<file path="config.mk">
export PLATFORM = sky130hd
export DESIGN_NAME = reaction_arena
export DESIGN_NICKNAME = d
export VERILOG_FILES = /design/src/rtl/r0_pkg.sv /design/src/rtl/bcd_counter.sv /design/src/rtl/reaction_arena.sv
export SDC_FILE = /design/constraint.sdc
export NUM_CORES = 1
export LEC_CHECK = 0
export CELL_PAD_IN_SITES_DETAIL_PLACEMENT = 0
export CELL_PAD_IN_SITES_GLOBAL_PLACEMENT = 1
export CORE_MARGIN = 2
export CORE_UTILIZATION = 48
export DETAILED_ROUTE_END_ITERATION = 8
export PLACE_DENSITY_LB_ADDON = 0.1
export SLEW_MARGIN = 20
export SYNTH_ARGS = -nofsm -noshare
export SYNTH_HDL_FRONTEND = slang
export SYNTH_SLANG_ARGS = --single-unit
</file>
<file path="constraint.sdc">
create_clock -name i_clk -period 11.1 [get_ports i_clk]
set_input_delay 2.22 -clock i_clk [delete_from_list [all_inputs] [get_ports i_clk]]
set_output_delay 2.22 -clock i_clk [all_outputs]
set_load 0.02 [all_outputs]
</file>
<file path="src/rtl/r0_pkg.sv">
// r0_pkg: shared display states and constants for reaction_arena
package r0_pkg;
  typedef enum logic [2:0] {IDLE = 3'd0, ARMED = 3'd1, LIT = 3'd2, RESULT = 3'd3} dst_e;
  localparam logic [3:0] BCD_SENTINEL = 4'hF;
  localparam logic [15:0] LFSR_SEED = 16'hACE1;
  localparam logic [15:0] LFSR_TAPS = 16'hB400;
endpackage

</file>
<file path="src/rtl/bcd_counter.sv">
// bcd_counter: decimal ripple-carry counter that saturates at all nines
module bcd_counter #(
  parameter int DIGITS = 6
)(
  input  logic                  i_clk,
  input  logic                  i_rst,
  input  logic                  i_clr,
  input  logic                  i_inc,
  output logic [4*DIGITS-1:0]   o_value,
  output logic                  o_max
);
  logic [4*DIGITS-1:0] nxt;
  logic cy;
  assign o_max = o_value == {DIGITS{4'h9}};
  // ripple a decimal carry from the least significant digit upward
  always_comb begin
    nxt = o_value;
    cy = i_inc && !o_max;
    for (int d = 0; d < DIGITS; d++) begin
      nxt[4*d+:4] = cy ? (o_value[4*d+:4] == 4'h9 ? 4'h0 : o_value[4*d+:4] + 4'h1) : o_value[4*d+:4];
      cy = cy && o_value[4*d+:4] == 4'h9;
    end
  end
  // counter register
  always_ff @(posedge i_clk or posedge i_rst)
    if (i_rst) o_value <= '0;
    else o_value <= i_clr ? '0 : nxt;
endmodule

</file>
<file path="src/rtl/reaction_arena.sv">
// reaction_arena: multi-player reaction race with shared BCD timer, best times and winner
module reaction_arena
  import r0_pkg::*;
#(
  parameter int          N_PLAYERS  = 2,
  parameter int          DIGITS     = 6,
  parameter int          TICK_DIV   = 25000,
  parameter int          MIN_WAIT   = 500,
  parameter logic [15:0] WAIT_MASK  = 16'h0FFF,
  parameter int          HOLD_TICKS = 2000,
  localparam int         NW = N_PLAYERS > 1 ? $clog2(N_PLAYERS) : 1,
  localparam int         TW = 4 * DIGITS
)(
  input  logic                           i_clk,
  input  logic                           i_rst,
  input  logic [N_PLAYERS-1:0]           i_btn,
  input  logic                           i_clr_best,
  output logic                           o_lit,
  output logic [2:0]                     o_dst,
  output logic [N_PLAYERS-1:0]           o_miss,
  output logic [N_PLAYERS-1:0]           o_done,
  output logic [N_PLAYERS-1:0][TW-1:0]   o_measured,
  output logic [N_PLAYERS-1:0][TW-1:0]   o_best,
  output logic [NW-1:0]                  o_winner,
  output logic                           o_winner_valid,
  output logic                           o_round_done,
  output logic [5:0]                     o_shrnd
);
  localparam int PW = $clog2(TICK_DIV);
  localparam int WW = $clog2(MIN_WAIT + 65536 + HOLD_TICKS);
  dst_e state, nxt;
  logic [15:0] lfsr;
  logic [N_PLAYERS-1:0] btn_q, ev, hit, done_n;
  logic live, tick, wait_end, sat, t_max, w_ok;
  logic [PW-1:0] presc;
  logic [WW-1:0] wait_cnt;
  logic [TW-1:0] t_val, w_t;
  logic [NW-1:0] w_idx;
  // live masks the first cycle after reset so a button held through reset is not an edge
  assign ev = i_btn & ~btn_q & {N_PLAYERS{live}};
  assign hit = ev & ~o_done;
  assign done_n = o_done | hit;
  assign tick = presc == PW'(TICK_DIV - 1);
  assign wait_end = tick && wait_cnt == WW'(1);
  assign sat = tick && t_max;
  assign o_dst = state;
  assign o_lit = state == LIT;
  bcd_counter #(.DIGITS(DIGITS)) u_timer (
    .i_clk  (i_clk),
    .i_rst  (i_rst),
    .i_clr  (state == IDLE && |ev),
    .i_inc  (state == LIT && tick),
    .o_value(t_val),
    .o_max  (t_max)
  );
  // next display state
  always_comb
    nxt = state == IDLE  ? (|ev ? ARMED : IDLE)
        : state == ARMED ? (&done_n ? RESULT : wait_end ? LIT : ARMED)
        : state == LIT   ? (&done_n || sat ? RESULT : LIT)
        : (wait_end ? IDLE : RESULT);
  // lowest time among non-missed players, ties resolved to the lowest index
  always_comb begin
    w_ok = 1'b0;
    w_idx = '0;
    w_t = '1;
    for (int i = 0; i < N_PLAYERS; i++)
      if (!o_miss[i] && (!w_ok || o_measured[i] < w_t)) begin
        w_ok = 1'b1;
        w_idx = NW'(i);
        w_t = o_measured[i];
      end
  end
  // round sequencing, per-player results and best-time bookkeeping
  always_ff @(posedge i_clk or posedge i_rst)
    if (i_rst) begin
      state <= IDLE;
      lfsr <= LFSR_SEED;
      btn_q <= '0;
      live <= 1'b0;
      presc <= '0;
      wait_cnt <= '0;
      o_miss <= '0;
      o_done <= '0;
      o_measured <= '0;
      o_best <= {N_PLAYERS{{DIGITS{BCD_SENTINEL}}}};
      o_winner <= '0;
      o_winner_valid <= 1'b0;
      o_round_done <= 1'b0;
      o_shrnd <= '0;
    end else begin
      state <= nxt;
      lfsr <= {1'b0, lfsr[15:1]} ^ (lfsr[0] ? LFSR_TAPS : 16'h0);
      btn_q <= i_btn;
      live <= 1'b1;
      presc <= (state == IDLE || nxt != state || tick) ? '0 : presc + 1'b1;
      o_round_done <= nxt == RESULT && state != RESULT;
      wait_cnt <= state == IDLE ? WW'(MIN_WAIT) + WW'(lfsr & WAIT_MASK)
                : nxt == RESULT && state != RESULT ? WW'(HOLD_TICKS)
                : tick ? wait_cnt - 1'b1 : wait_cnt;
      if (state == IDLE && |ev) begin
        o_shrnd <= lfsr[5:0];
        o_miss <= '0;
        o_done <= '0;
        o_measured <= '0;
        o_winner_valid <= 1'b0;
      end
      if (state == ARMED) begin
        o_miss <= o_miss | hit;
        o_done <= done_n;
      end
      if (state == LIT) begin
        o_done <= sat ? '1 : done_n;
        o_miss <= sat ? o_miss | ~done_n : o_miss;
        for (int i = 0; i < N_PLAYERS; i++)
          o_measured[i] <= hit[i] ? t_val : sat && !done_n[i] ? '1 : o_measured[i];
      end
      if (o_round_done) begin
        o_winner <= w_idx;
        o_winner_valid <= w_ok;
        for (int i = 0; i < N_PLAYERS; i++)
          if (!o_miss[i] && o_measured[i] < o_best[i]) o_best[i] <= o_measured[i];
      end
      if (i_clr_best) o_best <= {N_PLAYERS{{DIGITS{BCD_SENTINEL}}}};
    end
endmodule

</file>
* After elaboration in Yosys (flattened, before gate mapping)
Index checks and enable logic that the tools add are counted.
** Word-level totals
- Logic and storage cells :: 156
- Bits in latches :: 0
- RAM bits :: 0
- Register bits after elaboration :: 186
- Memories kept :: 0
- ROM bits :: 0
- Output and inout port bits :: 113
** Cells by class
- Bitwise operators :: 10
- $lt $le $gt $ge :: 3
- Muxes and demuxes :: 49
- Equality and inequality tests :: 17
- Multipliers :: 0
- Div/mod/pow operators :: 0
- Shifts and indexed selects :: 0
- Reduce and logical (&&, ||, !) cells :: 46
- Add/sub/neg operators :: 9
** Operator list (number)
- 24-bit two-way mux :: 8
- 48-bit two-way mux :: 4
- 24-bit less-than comparator :: 3
- 17-bit two-way mux :: 3
- 4-bit two-way mux :: 12
- 2-bit two-way mux :: 13
- 4-bit by 1-bit adder with 4-bit output (second input constant) :: 6
- 24-bit equality test (second input constant) :: 1
- 4-bit equality test (second input constant) :: 6
- 2-bit nonzero test :: 11
- 17-bit by 1-bit equality test with 1-bit output (second input constant) :: 1
- 17-bit by 1-bit subtractor with 17-bit output (second input constant) :: 1
- 1-bit logical AND :: 16
- 16-bit two-way mux :: 1
- 15-bit by 16-bit XOR with 16-bit output :: 1
- 15-bit by 1-bit adder with 15-bit output (second input constant) :: 1
- 15-bit equality test (second input constant) :: 1
- 15-bit two-way mux :: 1
- 9-bit by 12-bit adder with 13-bit output (first input constant) :: 1
- 2-bit AND reduction :: 6
- 1-bit two-way mux :: 7
- 2-bit AND :: 3
- 3-bit by 1-bit inequality test with 1-bit output (second input constant) :: 2
- 2-bit inverter :: 3
- other kinds (11) :: 22

* Depth between registers and ports, before layout
- Depth in word-level cells :: 15
- Gate-level depth with buffers :: 10

* Cells and area by module
Synthesis repeated with hierarchy kept, for this count alone.
** Unflattened totals
- Cell total of the unflattened synthesis :: 1140
- Area total of the unflattened synthesis :: 10566.4 µm²
** Modules (own cells, without submodules)
- reaction_arena :: area each 9047.4 µm², times used 1, cells each 978
- bcd_counter :: area each 1519.0 µm², times used 1, cells each 162

* Worst setup path before layout
OpenSTA, ideal clock, no wires.
- Path type :: input port to flip-flop
- Start point :: input port i_btn[1]
- End point :: register presc[10]
- Buffers on the path :: 1
- Stages on the path :: 7
- Setup slack :: 7331 ps
- Required time :: 10977 ps
- Setup time :: 123 ps
- Data arrival time :: 3646 ps
- Cell sequence :: and3b_1 -> o22ai_1 -> mux2i_1 -> o221a_4 -> o211ai_4 -> buf_12 -> a21oi_2
** Between the ends
- Longest elaborated chain between the ends :: 14
- Elaborated cells between the ends (all ways) :: 17
- Those cells by class :: eq/ne (1); mux (7); bitwise (4); reduce/logical (5)
** RTL lines
- from (decl) :: line reaction_arena.sv:16 : input logic [N_PLAYERS-1:0] i_btn,
- 2-bit AND * (2 in a row) :: line reaction_arena.sv:40 : assign ev = i_btn & ~btn_q & {N_PLAYERS{live}};
- 2-bit AND :: line reaction_arena.sv:41 : assign hit = ev & ~o_done;
- 2-bit bitwise OR :: line reaction_arena.sv:42 : assign done_n = o_done | hit;
- 2-bit AND reduction :: line reaction_arena.sv:59, reaction_arena.sv:60
- 1-bit logical OR :: line reaction_arena.sv:60 : : state == LIT ? (&done_n || sat ? RESULT : LIT)
- 1-bit two-way mux :: line reaction_arena.sv:60
- 2-bit two-way mux :: line reaction_arena.sv:60
- 2-bit two-way mux :: line reaction_arena.sv:59 : : state == ARMED ? (&done_n ? RESULT : wait_end ? LIT : ARMED)
- 2-bit two-way mux * :: line reaction_arena.sv:58 : nxt = state == IDLE ? (|ev ? ARMED : IDLE)
- 2-bit inequality test * :: line reaction_arena.sv:96 : presc <= (state == IDLE || nxt != state || tick) ? '0 : presc + 1'b1;
- 1-bit logical OR * (2 in a row) :: line reaction_arena.sv:96
- 15-bit two-way mux * :: line reaction_arena.sv:96
- to (signal assigned) :: line reaction_arena.sv:96
- to (decl) :: line reaction_arena.sv:35 : logic [PW-1:0] presc;
Every way passes the cells marked *; elsewhere a longest branch is shown, timed or not.
A chain may end at the register's enable or synchronous reset.

* Worst setup path after layout
- Start point :: register state[0] (netlist: o_dst[0])
- End point :: output port o_lit
** Between the ends
- Longest elaborated chain between the ends :: 1
** RTL lines
- from (decl) :: line reaction_arena.sv:31 : dst_e state, nxt;
- from (signal assigned) :: line reaction_arena.sv:92 : state <= nxt;
- 2-bit equality test :: line reaction_arena.sv:47 : assign o_lit = state == LIT;
- to (decl) :: line reaction_arena.sv:18 : output logic o_lit,
No other way between the ends.

==> impl_metrics.yaml <==
sta:
  timing_hold_violations_final: 0
  timing.final.ws_setup_ns: 6.660
  timing.final.crit_period_ns: 4.440
  finClkSkew_ns: 0.009456
  fmax_mhz: 225.2
  timing.setup.tns_ns: 0
  worst-slew-pin-transition_ns: 1.091
  setup_viol: 0
  maxSlewHeadroom: 0.2730
  report.final.slew_viol_count: 0
  fin_hold_ws_ns: 0.3608
  rsz0062_at_grt: "no"
  timing.final.crit_share: 0.4000
run_status:
  outcome: "complete, no violations"
setup_path:
  start_kind: "flop"
  arrival_ns: 2.22
  critical_path_peak_fanout: 8
  worst-endpoint-required_ns: 8.88
  end_kind: "output port"
  category_of_the_critical_setup_timing_path: "flop to output port"
drt:
  final_antenna_net_count: 0
  drtPass1Iterations: 5
  drcViolationCount: 0
  dr_total_vias: 8157
  wl_per_cell_um: 17.94
  drt_first_iter_violations: 482
  detail_route.wirelength_mm: 26.07
  avgViaCountPerCell: 5.614
logic_synthesis:
  postSynthCellCount: 1074
  mappedNetlistNets: 1156
  ys_dominant_reg_cell: "sky130_fd_sc_hd__dfrtp_1"
  post_synth_xor_area_fraction: 0.04276
  synth-seq-cells: 186
  synth-compound-area-share: 0.1666
  synth_top_cells_by_area: "sky130_fd_sc_hd__dfrtp_1, sky130_fd_sc_hd__dfstp_2, sky130_fd_sc_hd__ha_1"
  ys_warn_count: 0
  synth_top_family_by_area: "simple AND/OR/NAND/NOR gates"
  synth_sequential_area_ratio: 0.4436
  synth_fa_ha_area_frac: 0.09046
  async_reset_ff_frac: 1.000
  synth_largest_area_cell: "sky130_fd_sc_hd__dfrtp_1"
  synthMuxAreaShare: 0.03125
  synth-edff-count: 0
  synth.avg_cell_area_um2: 9.916
  synthDistinctLibCells: 81
  syn-cell-area_mm2: 0.01065
  synth-simple-area-share: 0.1752
  synth_largest_type_area_fraction: 0.3055
global_routing:
  aggregate_global_route_resource_usage: 0.2313
  grt.overflow.total: 0
  grt_max_degree: 73
  number_of_antenna_violations_at_the_first_check_in_global_routing: 0
  grt_pass1_vias: 8056
  grt_first_pass_wirelength_mm: 43.65
finish:
  layout_overhead_on_the_synthesized_area_pct: 17.69
  drive_above_1_share: 0.1125
  nets: 1242
  non_filler_instance_count_after_layout: 1453
  n_antenna_cell: 0
  finish.instance_area_mm2: 0.01253
  n_fill_cell: 1996
clock_network:
  clock_tree.buffer_depth: 2
  cts_tree: "done"
  h-tree-depth: 4
  hold_buffers: 0
  cts_inserted_buffers: 17
  clk-insertion-delay-late_ns: 0.44
  clock_tree_root_driver_cell: "sky130_fd_sc_hd__clkbuf_16"
  cts.clk_slew.worst_paths_ns: 0.07
  clock-sinks: 186
  postCtsSetupBuffers: 0
  post_cts.resized_instances: 0
floorplan:
  start_util: 0.4880
  die_x_um: 153.0
  core_area_mm2: 0.02182
  dieArea_mm2: 0.02340
  number_of_standard_cell_rows_in_the_floorplan: 54
  boundaryPins: 118
  dieHeight_um: 153.0
place:
  placed_cell_area_mm2: 0.01194
  dpl.hpwl_mm: 18.26
  post-place-ws_ns: 6.286
  dp.cells: 1421
  portBuffers: 116
  place.gp.congestion: 0.8156
power:
  irDropWorstVdd_uv: 117.0
  static-leakage-power_uw: 0.005649
  power_per_cell_area_mw_per_mm2: 214.9
run:
  max-cap-violations: 0
min_path:
  hold_path_class: "flop to flop"
## report_power, final
part | internal [µW] | total (µW) | switching (µW)
registers | 817 | 995 | 178
clock network | 344 | 626 | 282
logic | 506 | 1070 | 567
total | 1670 | 2690 | 1030
## final timing paths
path	startpoint	endpoint	slack (ns)	cells after the start
hold / removal	lfsr[12]$_DFF_PP0_	lfsr[11]$_DFF_PP1_	0.36	0
setup / recovery	o_dst[0]$_DFF_PP0_	o_lit	6.66	3
setup reg to reg	o_best[30]$_DFFE_PP1P_	o_best[34]$_DFFE_PP1P_	7.79	8
hold reg to reg	lfsr[12]$_DFF_PP0_	lfsr[11]$_DFF_PP1_	0.36	0
min in group asynchronous	i_rst	lfsr[12]$_DFF_PP0_	2.24	2
max in group asynchronous	i_rst	o_measured[15]$_DFFE_PP0P_	6.86	4
## logic make-up after synthesis
kind of cell	count (synthesis)
buffers and inverters	118
flip-flops	186
multiplexers	33
adder cells (fa/ha/maj)	77
other	2
XOR/XNOR	52
AO/OA/AOI/OAI	231
AND/OR/NAND/NOR	375
## layer usage
| metal | track usage | part of all wire | wire length, µm | vias to the layer above |
|---|---|---|---|---|
| li1 | - | - | - | 3962 |
| met1 | 0.3305 | 0.49 | 12690 | 4045 |
| met2 | 0.3795 | 0.48 | 12500 | 132 |
| met3 | 0.03176 | 0.025 | 659 | 18 |
| met4 | 0.04762 | 0.0085 | 221 | 0 |
| met5 | 0 | 0 | 0 | - |
## sequential cells by signal, indices dropped and copies added (netlist names), 2 cells and up
register	flops
o_measured	48
o_shrnd	6
btn_q	2
u_timer.o_value	24
presc	15
o_best	48
lfsr	16
wait_cnt	17
o_dst	2
o_miss	2
o_done	2
## synthesized netlist by cell type (6+ instances only)
cell and number:
sky130_fd_sc_hd__buf_4 6, sky130_fd_sc_hd__or3_1 6, sky130_fd_sc_hd__nand3_1 21, sky130_fd_sc_hd__xnor2_1 23, sky130_fd_sc_hd__o2bb2ai_1 48, sky130_fd_sc_hd__clkbuf_1 32, sky130_fd_sc_hd__nand4_1 16, sky130_fd_sc_hd__buf_2 11
sky130_fd_sc_hd__a21oi_2 10, sky130_fd_sc_hd__and4_1 7, sky130_fd_sc_hd__o21ai_1 6, sky130_fd_sc_hd__nor3_1 12, sky130_fd_sc_hd__ha_1 77, sky130_fd_sc_hd__dfstp_2 56, sky130_fd_sc_hd__a211o_1 27, sky130_fd_sc_hd__o21a_1 26
sky130_fd_sc_hd__nor2_1 185, sky130_fd_sc_hd__a21oi_1 40, sky130_fd_sc_hd__nor2b_1 10, sky130_fd_sc_hd__dfrtp_1 130, sky130_fd_sc_hd__mux2i_1 31, sky130_fd_sc_hd__o31ai_1 7, sky130_fd_sc_hd__nand2_1 62, sky130_fd_sc_hd__o21ai_0 23
sky130_fd_sc_hd__nand2b_1 8, sky130_fd_sc_hd__inv_1 59, sky130_fd_sc_hd__xor2_1 29
## final cells by class
cell class              instances  area (µm²)  share of cell area
multi-input cells             770        5406              0.4313
flip-flops and latches        186        4725              0.3769
repair buffers                125        1224             0.09762
clock buffers                  18       439.2             0.03504
well taps                     280       350.3             0.02795
inverters                      60       230.2             0.01837
clock inverters                14       160.2             0.01278
## cells in the final DEF, fill, tap and decap left out, types with 10 or more instances in the layout
cell type	instances
sky130_fd_sc_hd__xnor2_1	23
sky130_fd_sc_hd__xor2_1	29
sky130_fd_sc_hd__mux2i_1	31
sky130_fd_sc_hd__a211o_1	27
sky130_fd_sc_hd__a21oi_1	40
sky130_fd_sc_hd__nand3_1	21
sky130_fd_sc_hd__clkbuf_16	17
sky130_fd_sc_hd__ha_1	77
sky130_fd_sc_hd__nand2_1	62
sky130_fd_sc_hd__a21oi_2	10
sky130_fd_sc_hd__nor3_1	12
sky130_fd_sc_hd__nand4_1	16
sky130_fd_sc_hd__clkdlybuf4s50_1	115
sky130_fd_sc_hd__nor2b_1	10
sky130_fd_sc_hd__o2bb2ai_1	48
sky130_fd_sc_hd__o21a_1	26
sky130_fd_sc_hd__o21ai_0	23
sky130_fd_sc_hd__dfstp_2	56
sky130_fd_sc_hd__inv_1	58
sky130_fd_sc_hd__dfrtp_1	130
sky130_fd_sc_hd__nor2_1	185
## worst max-delay path: stages (launching register included)
cell	delay [ns]
sky130_fd_sc_hd__dfrtp_1	0.47
sky130_fd_sc_hd__inv_1	0.21
sky130_fd_sc_hd__ha_1	0.42
sky130_fd_sc_hd__clkdlybuf4s50_1	0.68
## stage by stage
step | total power [µW] | utilization
floorplan | 1679 | -
global placement | 2067 | 0.5469
detailed placement | 2080 | 0.5469
CTS | 2712 | 0.5744
global route | 2868 | 0.5744
finish | 2693 | 0.5744
Note: power is estimated with default switching activity, not from simulation.
